### src/rtl/wasm_pkg.sv
// Shared definitions for the wasm loader blocks: LEB128 decode constants,
// the reader FSM state encoding and a payload-placement helper.
package wasm_pkg;

    typedef enum logic [1:0] {
        IDLE  = 2'd0,
        FETCH = 2'd1,
        DONE  = 2'd2
    } leb_state_e;

    localparam int         LEB_U32_MAX_BYTES = 5;
    localparam logic [7:0] LEB_PAYLOAD_MASK  = 8'h7F;
    localparam int         LEB_CONT_BIT      = 7;

    // Places the 7-bit payload of one encoded byte at its bit offset in the result.
    function automatic logic [31:0] leb_payload_at(input logic [7:0] b, input logic [7:0] shamt);
        return {24'd0, b & LEB_PAYLOAD_MASK} << shamt;
    endfunction

endpackage

### src/rtl/leb128_reader_if.sv
// ROM byte-read handshake between the LEB128 reader (master) and the ROM responder (slave).
interface leb128_reader_if;
    logic [31:0] rom_addr;
    logic        rom_read_en;
    logic [7:0]  rom_data;
    logic        rom_ready;

    modport master (output rom_addr, output rom_read_en, input rom_data, input rom_ready);
    modport slave  (input rom_addr, input rom_read_en, output rom_data, output rom_ready);
endinterface

### src/rtl/leb128_reader.sv
// LEB128 (u32/s32) decoder that fetches one byte per request over the ROM
// handshake and reports the decoded value plus the address after the encoding.
module leb128_reader
    import wasm_pkg::*;
#(
    parameter bit SIGNED    = 1'b0,
    parameter int MAX_BYTES = LEB_U32_MAX_BYTES,
    parameter int TIMEOUT   = 16
) (
    input  logic                   clk,
    input  logic                   rst_n,
    input  logic                   start,
    input  logic [31:0]            start_addr,
    output logic                   busy,
    output logic                   done,
    output logic                   error,
    output logic [31:0]            value,
    output logic [31:0]            next_addr,
    leb128_reader_if.master        rom
);

    localparam int CNT_W = $clog2(TIMEOUT + 1);
    localparam int IDX_W = $clog2(MAX_BYTES + 1);
    localparam logic [IDX_W-1:0] LAST_IDX = IDX_W'(MAX_BYTES - 1);
    localparam logic [CNT_W-1:0] CNT_LAST = CNT_W'(TIMEOUT - 1);

    leb_state_e       r_state,    w_state_nxt;
    logic [31:0]      r_acc,      w_acc_nxt;
    logic [IDX_W-1:0] r_idx,      w_idx_nxt;
    logic [CNT_W-1:0] r_cnt,      w_cnt_nxt;
    logic             r_busy,     w_busy_nxt;
    logic             r_done,     w_done_nxt;
    logic             r_error,    w_error_nxt;
    logic [31:0]      r_value,    w_value_nxt;
    logic [31:0]      r_next,     w_next_nxt;
    logic [31:0]      r_rom_addr, w_rom_addr_nxt;
    logic             r_rd_en,    w_rd_en_nxt;

    logic [7:0]  w_shamt;
    logic [7:0]  w_ext_shamt;
    logic [31:0] w_acc_upd;
    logic [31:0] w_result;
    logic        w_last;
    logic        w_more;
    logic        w_ovf;

    // Byte accumulation, final-byte range check and sign extension.
    always_comb begin
        w_shamt     = 8'(32'd7 * 32'(r_idx));
        w_ext_shamt = 8'(32'd7 * (32'(r_idx) + 32'd1));
        w_acc_upd   = r_acc | leb_payload_at(rom.rom_data, w_shamt);
        w_last      = (r_idx == LAST_IDX);
        w_more      = rom.rom_data[LEB_CONT_BIT] && !w_last;
        w_ovf       = 1'b0;
        w_result    = w_acc_upd;
        if (w_last) begin
            if (SIGNED) begin
                w_ovf = rom.rom_data[LEB_CONT_BIT] || (rom.rom_data[6:4] != {3{rom.rom_data[3]}});
            end else begin
                w_ovf = rom.rom_data[LEB_CONT_BIT] || (rom.rom_data[6:4] != 3'd0);
            end
        end else begin
            w_ovf = 1'b0;
        end
        if (SIGNED && rom.rom_data[6] && (w_ext_shamt < 8'd32)) begin
            w_result = w_acc_upd | (32'hFFFF_FFFF << w_ext_shamt);
        end else begin
            w_result = w_acc_upd;
        end
    end

    // Next-state and next-output logic; every output is taken from a register.
    always_comb begin
        w_state_nxt    = r_state;
        w_acc_nxt      = r_acc;
        w_idx_nxt      = r_idx;
        w_cnt_nxt      = r_cnt;
        w_busy_nxt     = r_busy;
        w_done_nxt     = 1'b0;
        w_error_nxt    = r_error;
        w_value_nxt    = r_value;
        w_next_nxt     = r_next;
        w_rom_addr_nxt = r_rom_addr;
        w_rd_en_nxt    = r_rd_en;
        case (r_state)
            IDLE: begin
                if (start) begin
                    w_state_nxt    = FETCH;
                    w_rom_addr_nxt = start_addr;
                    w_acc_nxt      = 32'd0;
                    w_idx_nxt      = '0;
                    w_cnt_nxt      = '0;
                    w_busy_nxt     = 1'b1;
                    w_rd_en_nxt    = 1'b1;
                end else begin
                    w_state_nxt = IDLE;
                end
            end
            FETCH: begin
                // A response in the final timeout cycle still counts.
                if (rom.rom_ready) begin
                    w_acc_nxt = w_acc_upd;
                    if (w_more) begin
                        w_rom_addr_nxt = r_rom_addr + 32'd1;
                        w_idx_nxt      = r_idx + IDX_W'(1);
                        w_cnt_nxt      = '0;
                    end else begin
                        w_state_nxt = DONE;
                        w_busy_nxt  = 1'b0;
                        w_rd_en_nxt = 1'b0;
                        w_done_nxt  = 1'b1;
                        w_error_nxt = w_ovf;
                        w_value_nxt = w_ovf ? 32'd0 : w_result;
                        w_next_nxt  = r_rom_addr + 32'd1;
                    end
                end else if (r_cnt == CNT_LAST) begin
                    w_state_nxt = DONE;
                    w_busy_nxt  = 1'b0;
                    w_rd_en_nxt = 1'b0;
                    w_done_nxt  = 1'b1;
                    w_error_nxt = 1'b1;
                    w_value_nxt = 32'd0;
                    w_next_nxt  = r_rom_addr;
                end else begin
                    w_cnt_nxt = r_cnt + CNT_W'(1);
                end
            end
            DONE: begin
                w_state_nxt = IDLE;
            end
            default: begin
                w_state_nxt = IDLE;
                w_busy_nxt  = 1'b0;
                w_rd_en_nxt = 1'b0;
            end
        endcase
    end

    // State and output registers.
    always_ff @(posedge clk or negedge rst_n) begin
        if (!rst_n) begin
            r_state    <= IDLE;
            r_acc      <= 32'd0;
            r_idx      <= '0;
            r_cnt      <= '0;
            r_busy     <= 1'b0;
            r_done     <= 1'b0;
            r_error    <= 1'b0;
            r_value    <= 32'd0;
            r_next     <= 32'd0;
            r_rom_addr <= 32'd0;
            r_rd_en    <= 1'b0;
        end else begin
            r_state    <= w_state_nxt;
            r_acc      <= w_acc_nxt;
            r_idx      <= w_idx_nxt;
            r_cnt      <= w_cnt_nxt;
            r_busy     <= w_busy_nxt;
            r_done     <= w_done_nxt;
            r_error    <= w_error_nxt;
            r_value    <= w_value_nxt;
            r_next     <= w_next_nxt;
            r_rom_addr <= w_rom_addr_nxt;
            r_rd_en    <= w_rd_en_nxt;
        end
    end

    assign busy            = r_busy;
    assign done            = r_done;
    assign error           = r_error;
    assign value           = r_value;
    assign next_addr       = r_next;
    assign rom.rom_addr    = r_rom_addr;
    assign rom.rom_read_en = r_rd_en;

endmodule

### src/flat_wrapper.sv
// flat-port wrapper written by rule: the top's interface ports become plain ports
module leb128_reader_flat import wasm_pkg::*;
#(
    parameter bit SIGNED    = 1'b0,
    parameter int MAX_BYTES = LEB_U32_MAX_BYTES,
    parameter int TIMEOUT   = 16
)
  (clk, rst_n, start, start_addr, busy, done, error, value, next_addr, rom_rom_addr, rom_rom_read_en, rom_rom_data, rom_rom_ready);
  leb128_reader_if rom_i ();
  input  logic clk;
  input  logic rst_n;
  input  logic start;
  input  logic [31:0] start_addr;
  output logic busy;
  output logic done;
  output logic error;
  output logic [31:0] value;
  output logic [31:0] next_addr;
  output wire logic [$bits(rom_i.rom_addr)-1:0] rom_rom_addr;
  output wire logic [$bits(rom_i.rom_read_en)-1:0] rom_rom_read_en;
  input wire logic [$bits(rom_i.rom_data)-1:0] rom_rom_data;
  input wire logic [$bits(rom_i.rom_ready)-1:0] rom_rom_ready;
  assign rom_rom_addr = rom_i.rom_addr;
  assign rom_rom_read_en = rom_i.rom_read_en;
  assign rom_i.rom_data = rom_rom_data;
  assign rom_i.rom_ready = rom_rom_ready;
  leb128_reader #(.SIGNED(SIGNED), .MAX_BYTES(MAX_BYTES), .TIMEOUT(TIMEOUT)) u_core (.clk(clk), .rst_n(rst_n), .start(start), .start_addr(start_addr), .busy(busy), .done(done), .error(error), .value(value), .next_addr(next_addr), .rom(rom_i));
endmodule
### config.mk
export PLATFORM = sky130hd
export DESIGN_NAME = leb128_reader_flat
export DESIGN_NICKNAME = d
export VERILOG_FILES = /design/src/rtl/wasm_pkg.sv /design/src/rtl/leb128_reader_if.sv /design/src/rtl/leb128_reader.sv /design/src/flat_wrapper.sv
export SDC_FILE = /design/constraint.sdc
export NUM_CORES = 1
export LEC_CHECK = 0
export CELL_PAD_IN_SITES_DETAIL_PLACEMENT = 0
export CELL_PAD_IN_SITES_GLOBAL_PLACEMENT = 2
export CORE_ASPECT_RATIO = 1.75
export CORE_MARGIN = 5
export CORE_UTILIZATION = 31
export CTS_CLUSTER_SIZE = 8
export DETAILED_ROUTE_END_ITERATION = 8
export PLACE_DENSITY_LB_ADDON = 0.1
export SLEW_MARGIN = 20
export SYNTH_ARGS = -nofsm -noshare
export SYNTH_HDL_FRONTEND = slang
export SYNTH_SLANG_ARGS = --single-unit
### constraint.sdc
create_clock -name clk -period 2.95 [get_ports clk]
set_input_delay 0.295 -clock clk [delete_from_list [all_inputs] [get_ports clk]]
set_output_delay 0.295 -clock clk [all_outputs]
set_load 0.005 [all_outputs]
==> metrics.md, run 1 <==
| Metric | Value |
|---|---|
| Net count, final | `907` |
| Static Leak | `3.84 nW` |
| Post-layout util | `43.1%` |
| Pint | `0.00585 W` |
| CP startpoint kind | `register` |
| Most common cell on crit path | `buf_4` |
| Crit. End Element | `register` |
| Period utilization | `80.4%` |
| RSZ-0062 raised after global routing | `false` |
| Drt drc | `0` |
| Reg-to-reg setup timing slack | `0.58 ns` |
| Largest net degree at the start of global routing | `73` |
| Worst Hold Class | `in2reg` |
| Vias/cell | `5.17` |
| Critical Path Source | `u_core.r_idx[0]` |
| Root Buffer | `clkbuf_16` |
| Synthesized Nets | `768` |
| Sequential Power Share | `38.2%` |
| CTS tree | `done` |
| Total iterations of the first detailed-routing run | `5` |
| Post-Syn Area per Cell | `9.46 um2` |
| CTS resizes | `0` |
| Placed insts | `1,130` |
| Clk network pwr share | `27.8%` |
| H-tree lvl count | `4` |
| R2r worst-path depth | `8` |
| Initial antenna violation count | `0` |
| Part of the Yosys area used for sequential elements | `51.9%` |
| Non-filler instance count after layout | `1,163` |
| Slew headroom | `42.4%` |
| Peak VDD IR | `0.339 mV` |
| Fin. Hold Viols | `0` |
| Ys Warns | `0` |
| Buf/Inv on CP | `3` |
| Site row count | `71` |
| I/O pin count | `144` |
| Max_cap viols | `0` |
| CTS Sinks | `141` |
| Slew Viols, Final | `0` |
| FMAX | `422 MHz` |
| Worst path arrival time | `2.68 ns` |
| Area Growth Syn to Fin | `37.0%` |
| First-pass GRT wire length | `35,000 um` |
| Number of synthesized register bits | `141` |
| Total CTS buffers | `17` |
| Worst-margin pin slew | `0.858 ns` |
| Cell Area, Synth | `6800 um2` |
| RR Startpoint | `u_core.r_idx[0]` |
| Slowest stage cell, crit path | `dfrtp_1` |
| Post-synth EDFFs | `0` |
| WP depth | `8` |
| Clk buf depth | `2` |
| Placer's final routability congestion estimate | `0.808` |
| Drt first-iter violations | `380` |
| Total number of vias | `6,014` |
| Worst-Skew Late Latency | `0.42 ns` |
| Ys flop type | `dfrtp_1` |
| I/O Buffers | `143` |
| Max Clock Skew | `0.00783 ns` |
| Pre-CTS WS | `0.496 ns` |
| N_diodes | `0` |
| Die area | `25,100 um2` |
| Fin crit period | `2.37 ns` |
| Unique cell type count in the Yosys netlist | `55` |
| DRT Wirelength | `22,300 um` |
| Worst Path Required | `3.26 ns` |
| Grt total ovfl | `0` |
| Hpwl dp | `15,900 um` |
| Core ar. | `21,600 um2` |
| End point of the critical path | `u_core.rom.rom_addr[8]` |
| # setup viols final | `0` |
| Initial Utilization | `31.5%` |
| Status | `completed` |
| Maximum net fanout on the critical path | `23` |
| PnR worst setup slack | `0.578 ns` |
| Critical R2R Capture | `u_core.rom.rom_addr[8]` |
| Vias in the first global route | `6,122` |
| Die Height | `206 um` |
| Comb pwr share | `33.9%` |
| Net Sw Power | `0.00291 W` |
| Crit Path Category | `reg2reg` |
| Switching share of power | `33.2%` |
| Clock transition at the registers of the reported paths | `0.06 ns` |
| CP max stage delay | `0.45 ns` |
| Post-Syn Instances | `719` |
| Final setup TNS | `0 ns` |
| Die width | `122 um` |
| Cell family with most CP delay | `buffers and inverters` |
| Pwr Total | `0.00877 W` |
| Async SR Flop Fraction | `100%` |
| Fill cell count | `2,165` |
| All-Layer GR Usage | `18.1%` |
| Share of cells above drive strength 1 | `9.18%` |
| Cell Pwr Density | `941 nW/um2` |
| Wire per inst | `19.1 um` |
| Final antenna-violating net count | `0` |
| Worst path cell trace | `inv_1 > ha_1 > a21bo_2 > nor2_1 > buf_4 > nor2_2 > buf_4 > a221o_1` |
-- worst reg2reg max path, stage by stage, from the launching register on --
cell and delay, ns:
dfrtp_1 0.45, inv_1 0.14, ha_1 0.24, a21bo_2 0.27
nor2_1 0.14, buf_4 0.31, nor2_2 0.07, buf_4 0.24
a221o_1 0.39
-- through the flow --
step                      instance area [um2]  hold slack, ns
after CTS                                9310           0.393
after detailed placement                 8640           0.375
after floorplan                          6800       -0.000591
after global placement                   8640           0.373
after global routing                     9310           0.423
final                                    9310           0.410
-- repair_timing --
| action | CTS | global route |
|---|---|---|
| setup buffers | 0 | 0 |
| hold buffers | 1 | 0 |
| endpoints found under the hold margin | 70 | 0 |
-- kinds of logic after synthesis --
family | share of synthesized area (%)
buf+inv | 4.27
fa+ha+maj | 0.920
flops | 51.9
compound gates | 20.7
simple gates | 17.6
xor+xnor | 4.25
mux | 0.294
-- how the worst min path moves through the flow --
stage	from	to	slack, ns	cells after the start
2_1_floorplan	rst_n	u_core.busy	-0.0006	0
3_3_place_gp	rst_n	u_core.value[3]	0.37	1
3_5_place_dp	rst_n	u_core.value[4]	0.37	1
4_1_cts	start_addr[9]	u_core.rom.rom_addr[9]	0.39	3
5_1_grt	start_addr[9]	u_core.rom.rom_addr[9]	0.42	3
6_report	start_addr[9]	u_core.rom.rom_addr[9]	0.41	3
-- metal layers --
metal	up-vias	wire length [um]	part of all wire, %	track usage, %
li1	2873	-	-	-
met1	2971	8740	39	20.5
met2	145	12200	55	33.4
met3	25	871	3.9	3.61
met4	0	450	2.0	6.45
met5	-	0	0	0
-- power groups by stage --
stage | clock network [W] | logic, W | registers (W)
3_5_place_dp | 0 | 0.00302 | 0.00339
6_report | 0.00244 | 0.00297 | 0.00335
4_1_cts | 0.00249 | 0.00304 | 0.00336
5_1_grt | 0.00258 | 0.00329 | 0.00348
3_3_place_gp | 0 | 0.00299 | 0.00338
2_1_floorplan | 0 | 0.00138 | 0.00317
-- cells in the final DEF, fill, tap and decap left out, types with 3 or more instances in the layout --
cell type	instances
clkdlybuf4s50_1	142
dfrtp_1	141
nand2_1	129
o21ai_0	93
a21oi_1	44
a22o_1	32
buf_4	31
xor2_1	27
nand4_1	26
nor2_1	22
nand3_1	19
clkbuf_16	17
inv_1	12
nor4_1	12
a31oi_1	11
nor3_1	10
o211ai_1	8
o311ai_0	7
xnor2_1	6
bufinv_16	6
o311ai_1	5
ha_1	5
a221o_1	4
clkinv_2	4
and3_1	3
or3_1	3
-- registers in the layout, summed over array words and instances, names as in the netlist --
signal	cells
u_core.r_state	2
u_core.done	1
u_core.r_cnt	5
u_core.r_acc	32
u_core.next_addr	32
u_core.rom.rom_addr	32
u_core.r_idx	3
u_core.error	1
u_core.busy	1
u_core.value	32
-- cell usage after synthesis (6+ instances only) --
| master | count | area (um2) |
|---|---|---|
| dfrtp_1 | 141 | 3530 |
| nand2_1 | 129 | 484 |
| o21ai_0 | 94 | 470 |
| a21oi_1 | 44 | 220 |
| a22o_1 | 32 | 280 |
| clkbuf_1 | 30 | 113 |
| xor2_1 | 27 | 236 |
| nand4_1 | 26 | 163 |
| nor2_1 | 24 | 90.1 |
| nand3_1 | 19 | 95.1 |
| buf_2 | 16 | 80.1 |
| inv_1 | 12 | 45.0 |
| nor4_1 | 12 | 75.1 |
| a31oi_1 | 11 | 68.8 |
| nor3_1 | 10 | 50.1 |
| buf_1 | 8 | 30.0 |
| o211ai_1 | 8 | 60.1 |
| o311ai_0 | 7 | 61.3 |
| xnor2_1 | 6 | 52.6 |
-- cell type report --
cell class	count	area (um2)	share of cell area (%)
Clock buffer	20	447	4.80
Timing Repair Buffer	177	1720	18.4
Tap cell	292	365	3.92
Multi-Input combinational cell	509	3000	32.2
Sequential cell	141	3530	37.9
Inverter	12	45.0	0.484
Clock inverter	12	216	2.32
Note: power is estimated with default switching activity, not from simulation.
==> run 2: changes to the inputs <==
--- a/config.mk
+++ b/config.mk
@@ -9,7 +9,7 @@
 export CELL_PAD_IN_SITES_GLOBAL_PLACEMENT = 2
 export CORE_ASPECT_RATIO = 1.75
 export CORE_MARGIN = 5
-export CORE_UTILIZATION = 31
+export CORE_UTILIZATION = 28
 export CTS_CLUSTER_SIZE = 8
 export DETAILED_ROUTE_END_ITERATION = 8
 export PLACE_DENSITY_LB_ADDON = 0.1
==> constraint.sdc (replaced) <==
create_clock -name clk -period 2.1 [get_ports clk]
set_input_delay 0.21 -clock clk [delete_from_list [all_inputs] [get_ports clk]]
set_output_delay 0.21 -clock clk [all_outputs]
set_load 0.005 [all_outputs]
==> metrics.md, run 2 (same netlist as run 1, synthesis figures left out) <==
| Metric | Value |
|---|---|
| RSZ-0062 raised after global routing | `true (was false)` |
| FMAX | `489 MHz (was 422 MHz)` |
| Area Growth Syn to Fin | `45.9% (was 37.0%)` |
| Slew Viols, Final | `0 (unchanged)` |
| # setup viols final | `0 (unchanged)` |
| Fin. Hold Viols | `0 (unchanged)` |
| Vias/cell | `5.12 (was 5.17)` |
| CP startpoint kind | `register (unchanged)` |
| CTS Sinks | `141 (unchanged)` |
| DRT Wirelength | `24,800 um (was 22,300 um)` |
| FF+latch area | `3530 um2 (unchanged)` |
| Die width | `128 um (was 122 um)` |
| Initial Utilization | `28.4% (was 31.5%)` |
| Status | `completed (unchanged)` |
| Vias in the first global route | `6,645 (was 6,122)` |
| Total CTS buffers | `17 (unchanged)` |
| Worst-Skew Late Latency | `0.42 ns (about the same)` |
| Worst-margin pin slew | `0.604 ns (was 0.858 ns)` |
| Max Clock Skew | `0.00987 ns (was 0.00783 ns)` |
| Crit. End Element | `register (unchanged)` |
| Drt drc | `0 (unchanged)` |
| Non-filler instance count after layout | `1,230 (was 1,163)` |
| Total iterations of the first detailed-routing run | `5 (unchanged)` |
| CTS tree | `done (unchanged)` |
| Core ar. | `23,900 um2 (was 21,600 um2)` |
| Slew headroom | `59.6% (was 42.4%)` |
| Placer's final routability congestion estimate | `0.783 (was 0.808)` |
| Net count, final | `959 (was 907)` |
| Final setup TNS | `0 ns (unchanged)` |
| Total number of vias | `6,292 (was 6,014)` |
| Grt total ovfl | `0 (unchanged)` |
| Commonest non-fill, non-tap cells in the layout | `clkdlybuf4s50_1, dfrtp_1, nand2_1 (unchanged)` |
| Area occupied by multi-input gates | `3020 um2 (was 3000 um2)` |
| Crit Path Category | `reg2reg (unchanged)` |
| Share of cells above drive strength 1 | `15.0% (was 9.18%)` |
| Clock transition at the registers of the reported paths | `0.06 ns (about the same)` |
| Post-layout util | `41.4% (was 43.1%)` |
| H-tree lvl count | `4 (unchanged)` |
| Placed insts | `1,188 (was 1,130)` |
| Largest net degree at the start of global routing | `56 (was 73)` |
| Period utilization | `97.4% (was 80.4%)` |
| Wire per inst | `20.1 um (was 19.1 um)` |
| I/O pin count | `144 (unchanged)` |
| Worst Path Required | `2.43 ns (was 3.26 ns)` |
| Fill cell count | `2,372 (was 2,165)` |
| Worst Hold Class | `in2async (was in2reg)` |
| Worst path arrival time | `2.37 ns (was 2.68 ns)` |
| Peak VDD IR | `0.491 mV (was 0.339 mV)` |
| Static Leak | `4.17 nW (was 3.84 nW)` |
| N_diodes | `0 (unchanged)` |
| Cell Pwr Density | `1300 nW/um2 (was 941 nW/um2)` |
| Initial antenna violation count | `0 (unchanged)` |
| I/O Buffers | `143 (unchanged)` |
| Drt first-iter violations | `418 (was 380)` |
| Pre-CTS WS | `-0.0598 ns (was 0.496 ns)` |
| Most common cell after layout, fill and taps aside | `clkdlybuf4s50_1 (unchanged)` |
| All-Layer GR Usage | `17.6% (was 18.1%)` |
| Clk buf depth | `2 (unchanged)` |
| PnR worst setup slack | `0.0543 ns (was 0.578 ns)` |
| Hpwl dp | `17,300 um (was 15,900 um)` |
| First-pass GRT wire length | `37,900 um (was 35,000 um)` |
| Site row count | `75 (was 71)` |
| Die area | `27,600 um2 (was 25,100 um2)` |
| Fin crit period | `2.05 ns (was 2.37 ns)` |
| Maximum net fanout on the critical path | `7 (was 23)` |
| Max_cap viols | `0 (unchanged)` |
| Die Height | `216 um (was 206 um)` |
| Final antenna-violating net count | `0 (unchanged)` |
| Root Buffer | `clkbuf_16 (unchanged)` |
==> run 2: changes by cell type in the layout (fill, tap and decap cells not counted), sizes merged <==
cell,previous run,this run
clkinv,5,4
buf,34,83
clkbuf,20,22
inv,12,13
==> run 2: worst max-delay path, stage by stage, from the launching register on <==
cell and delay, ns:
dfrtp_1 0.40, ha_2 0.20, and3_1 0.18, ha_2 0.18, and4bb_2 0.27, buf_6 0.13, nor2_4 0.14, buf_12 0.17
buf_12 0.16, nand2_1 0.06, o21ai_0 0.08
==> run 2: timing repair <==
action	CTS	global route
gates cloned	0	4
endpoints found under the hold margin	44	0
pin swaps	2	5
resized for setup	2	27
endpoints found under the setup margin	1	111
setup buffers	3	3
hold buffers	1	0
==> run 2: final timing paths <==
check / startpoint / to / slack, ns / cells past startpoint
setup / recovery: u_core.r_cnt[1] / u_core.value[10] / 0.05 / 10
hold / removal: rst_n / u_core.value[3] / 0.31 / 2
setup reg to reg: u_core.r_cnt[1] / u_core.value[10] / 0.05 / 10
hold reg to reg: u_core.value[13] / u_core.value[13] / 0.48 / 2
max in group asynchronous: rst_n / u_core.next_addr[20] / 1.09 / 3
min in group clk: start_addr[9] / u_core.rom.rom_addr[9] / 0.32 / 3
==> run 2: cell type report <==
cell class / instances / share of cell area [%]
clock buffers: 19 / 4.47
clock inverters: 12 / 2.18
inverters: 12 / 0.454
multi-input cells: 509 / 30.5
flip-flops and latches: 141 / 35.6
well taps: 308 / 3.89
repair buffers: 229 / 23.0
==> run 2: metrics by stage <==
stage / cell area (um2) / hold WS (ns) / total power (W)
after detailed placement: 9040 / 0.196 / 0.00945
after global routing: 9920 / 0.311 / 0.0138
final: 9920 / 0.311 / 0.0129
after floorplan: 6800 / -0.0856 / 0.00640
after CTS: 9730 / 0.290 / 0.0130
after global placement: 9040 / 0.195 / 0.00939
==> run 2: per-layer routing <==
layer	global-route usage [%]	routed length, um	up-vias	share of wire, %
li1	-	-	2968	-
met5	0	0	-	0
met3	2.91	758	37	3.1
met2	32.5	13600	173	55
met4	7.01	796	0	3.2
met1	19.7	9630	3114	39
==> run 2: power breakdown <==
part	switching, W	internal, W
Clock	0.00119	0.00225
Combinational	0.00234	0.00275
Sequential	0.000743	0.00367
Total	0.00428	0.00867
==> run 3: changes to the inputs <==
--- a/config.mk
+++ b/config.mk
@@ -5,11 +5,12 @@
 export SDC_FILE = /design/constraint.sdc
 export NUM_CORES = 1
 export LEC_CHECK = 0
+export ABC_AREA = 1
 export CELL_PAD_IN_SITES_DETAIL_PLACEMENT = 0
 export CELL_PAD_IN_SITES_GLOBAL_PLACEMENT = 2
 export CORE_ASPECT_RATIO = 1.75
 export CORE_MARGIN = 5
-export CORE_UTILIZATION = 28
+export CORE_UTILIZATION = 27
 export CTS_CLUSTER_SIZE = 8
 export DETAILED_ROUTE_END_ITERATION = 8
 export PLACE_DENSITY_LB_ADDON = 0.1
==> metrics.md, run 3 <==
| Metric | Value |
|---|---|
| Vias/cell | `4.64 (was 5.12)` |
| RR Startpoint | `u_core.rom.rom_addr[0] (was u_core.r_cnt[1])` |
| Slew Viols, Final | `0 (unchanged)` |
| Drt first-iter violations | `277 (was 418)` |
| Grt total ovfl | `0 (unchanged)` |
| Fin crit period | `1.86 ns (was 2.05 ns)` |
| Area leader, netlist | `dfrtp_1 (unchanged)` |
| Cell Area, Synth | `7230 um2 (was 6800 um2)` |
| Design area | `9880 um2 (was 9920 um2)` |
| Worst-Skew Late Latency | `0.44 ns (was 0.42 ns)` |
| Max Clock Skew | `0.00629 ns (was 0.00987 ns)` |
| Placed insts | `1,422 (was 1,188)` |
| Final antenna-violating net count | `0 (unchanged)` |
| Fill cell count | `2,807 (was 2,372)` |
| Unique cell type count in the Yosys netlist | `36 (was 55)` |
| Critical R2R Capture | `u_core.next_addr[23] (was u_core.value[10])` |
| DP Area | `9240 um2 (was 9040 um2)` |
| Post-layout util | `37.3% (was 41.4%)` |
| Most numerous cell in the Yosys netlist | `nand2_1 (was dfrtp_1)` |
| Area share of the leading cell type in the synthesized netlist | `48.8% (was 51.9%)` |
| Main area contributors after synthesis | `dfrtp_1, nand2_1, a21oi_1 (was dfrtp_1, nand2_1, o21ai_0)` |
| CP startpoint kind | `register (unchanged)` |
| Share of cells above drive strength 1 | `10.4% (was 15.0%)` |
| Crit. End Element | `register (unchanged)` |
| DRT Wirelength | `26,600 um (was 24,800 um)` |
| Worst path arrival time | `2.19 ns (was 2.37 ns)` |
| CTS tree | `done (unchanged)` |
| CTS Sinks | `141 (unchanged)` |
| Static Leak | `4.75 nW (was 4.17 nW)` |
| H-tree lvl count | `4 (unchanged)` |
| List of most frequent post-synthesis cells | `nand2_1, dfrtp_1, inv_1 (was dfrtp_1, nand2_1, o21ai_0)` |
| Status | `completed (unchanged)` |
| Non-filler instance count after layout | `1,455 (was 1,230)` |
| CTS resizes | `0 (was 2)` |
| Root Buffer | `clkbuf_16 (unchanged)` |
| I/O pin count | `144 (unchanged)` |
| N_diodes | `0 (unchanged)` |
| Drt drc | `0 (unchanged)` |
| Most common cell after layout, fill and taps aside | `nand2_1 (was clkdlybuf4s50_1)` |
| R2r worst-path depth | `10 (unchanged)` |
| Reg-to-reg setup timing slack | `0.24 ns (was 0.05 ns)` |
| Total number of vias | `6,751 (was 6,292)` |
| Worst-margin pin slew | `0.494 ns (was 0.604 ns)` |
| Hpwl dp | `19,700 um (was 17,300 um)` |
| Ys Warns | `0 (unchanged)` |
| Die Height | `227 um (was 216 um)` |
| Slew headroom | `67.1% (was 59.6%)` |
| Area Growth Syn to Fin | `36.6% (was 45.9%)` |
| Peak VDD IR | `0.607 mV (was 0.491 mV)` |
| RSZ-0062 raised after global routing | `false (was true)` |
| Vias in the first global route | `7,176 (was 6,645)` |
| Crit Path Category | `reg2reg (unchanged)` |
| Worst Hold Class | `in2async (unchanged)` |
| Wire per inst | `18.3 um (was 20.1 um)` |
| Total CTS buffers | `17 (unchanged)` |
| Site row count | `79 (was 75)` |
| Post-Syn Instances | `957 (was 719)` |
| Commonest non-fill, non-tap cells in the layout | `nand2_1, clkdlybuf4s50_1, dfrtp_1 (was clkdlybuf4s50_1, dfrtp_1, nand2_1)` |
| Final setup TNS | `0 ns (unchanged)` |
| Post-Syn Area per Cell | `7.56 um2 (was 9.46 um2)` |
| Cell Pwr Density | `1390 nW/um2 (was 1300 nW/um2)` |
| # setup viols final | `0 (unchanged)` |
| FF+latch area | `3530 um2 (unchanged)` |
| Area occupied by multi-input gates | `3120 um2 (was 3020 um2)` |
| Ys flop type | `dfrtp_1 (unchanged)` |
| I/O Buffers | `143 (unchanged)` |
| Largest net degree at the start of global routing | `56 (unchanged)` |
| Worst Path Required | `2.43 ns (about the same)` |
| FMAX | `537 MHz (was 489 MHz)` |
| Total iterations of the first detailed-routing run | `6 (was 5)` |
| Die area | `30,300 um2 (was 27,600 um2)` |
| Period utilization | `88.6% (was 97.4%)` |
| Fin. Hold Viols | `0 (unchanged)` |
| Number of synthesized register bits | `141 (unchanged)` |
| Post-synth EDFFs | `0 (unchanged)` |
| Async SR Flop Fraction | `100% (unchanged)` |
| First-pass GRT wire length | `41,600 um (was 37,900 um)` |
| Initial Utilization | `27.3% (was 28.4%)` |
| All-Layer GR Usage | `18.2% (was 17.6%)` |
| Clk buf depth | `2 (unchanged)` |
| Die width | `134 um (was 128 um)` |
| Placer's final routability congestion estimate | `0.798 (was 0.783)` |
| Synthesized Nets | `1,006 (was 768)` |
| Maximum net fanout on the critical path | `7 (unchanged)` |
| Net count, final | `1,167 (was 959)` |
| Clock transition at the registers of the reported paths | `0.06 ns (about the same)` |
| Initial antenna violation count | `0 (unchanged)` |
| Setup repair bufs after CTS | `0 (was 3)` |
| Max_cap viols | `0 (unchanged)` |
| Core ar. | `26,500 um2 (was 23,900 um2)` |
| Part of the Yosys area used for sequential elements | `48.8% (was 51.9%)` |
run 3: cell types whose count changed after synthesis, moves of 32 or more:
cell / before / now
nand2_1: 129 / 314
inv_1: 12 / 104
o21ai_0: 94 / 27
nand3_1: 19 / 60
a21oi_1: 44 / 82
nor2_1: 24 / 60
a22o_1: 32 / 0
or2_2: 0 / 32
run 3: cell families (layout without fill, tap and decap cells):
logic type	count (synthesis)	count (layout)	share of synthesized area [%]
AOI/OAI and AO/OA	173	173	13.1
DFF	141	141	48.8
xor gates and xnor gates	6	6	0.727
and+or+nand+nor	485	485	28.3
buffers and inverters	147	321	8.29
adders and majority gates	5	5	0.865
run 3: layout make-up:
class                   instances  share of cell area [%]
clock buffers                  23                    5.04
clock inverters                 9                    1.33
inverters                     108                    4.10
multi-input cells             669                    31.5
flip-flops and latches        141                    35.7
well taps                     324                    4.10
repair buffers                181                    18.2
run 3: worst max-delay path by stage:
stage | startpoint | endpoint | slack (ns) | cells past startpoint
after floorplan | u_core.r_idx[1] | u_core.next_addr[16] | 0.26 | 12
after global placement | u_core.rom.rom_addr[5] | u_core.next_addr[23] | 0.17 | 9
after detailed placement | u_core.rom.rom_addr[5] | u_core.next_addr[23] | 0.18 | 9
after CTS | u_core.rom.rom_addr[5] | u_core.next_addr[23] | 0.17 | 9
after global routing | u_core.rom.rom_addr[0] | u_core.next_addr[19] | 0.04 | 10
final | u_core.rom.rom_addr[0] | u_core.next_addr[23] | 0.24 | 10
run 3: timing repair:
| action | in CTS | in global routing |
|---|---|---|
| hold endpoints to repair | 37 | 0 |
| hold buffers | 1 | 0 |
| endpoints found under the setup margin | 0 | 0 |
run 3: worst max-delay path, cell delays in order (launching register included):
cell	delay, ns
dfrtp_1	0.36
buf_4	0.15
nand2_1	0.06
nor2_1	0.14
nand2_1	0.23
nor2_2	0.43
nand2_1	0.09
nand2_1	0.09
nand3_1	0.07
nand2_1	0.09
nand2_1	0.05
run 3: where the power goes:
group	switching [W]	total (W)	internal (W)
Sequential	0.000873	0.00447	0.00360
Clock	0.00125	0.00328	0.00203
Combinational	0.00319	0.00596	0.00277
run 3: stage by stage:
step | power [W] | hold WS (ns) | worst slack [ns]
after CTS | 0.0140 | 0.258 | 0.167
after global routing | 0.0148 | 0.286 | 0.0427
after floorplan | 0.00730 | -0.0856 | 0.265
after detailed placement | 0.0106 | 0.157 | 0.179
after global placement | 0.0106 | 0.157 | 0.173
final | 0.0137 | 0.256 | 0.239
run 3: layer usage:
layer / global-route usage (%) / vias up / share of wire (%)
li1: - / 3381 / -
met1: 18.5 / 3195 / 37
met2: 35.4 / 132 / 57
met3: 3.42 / 43 / 3.1
met4: 8.30 / 0 / 3.5
met5: 0 / - / 0
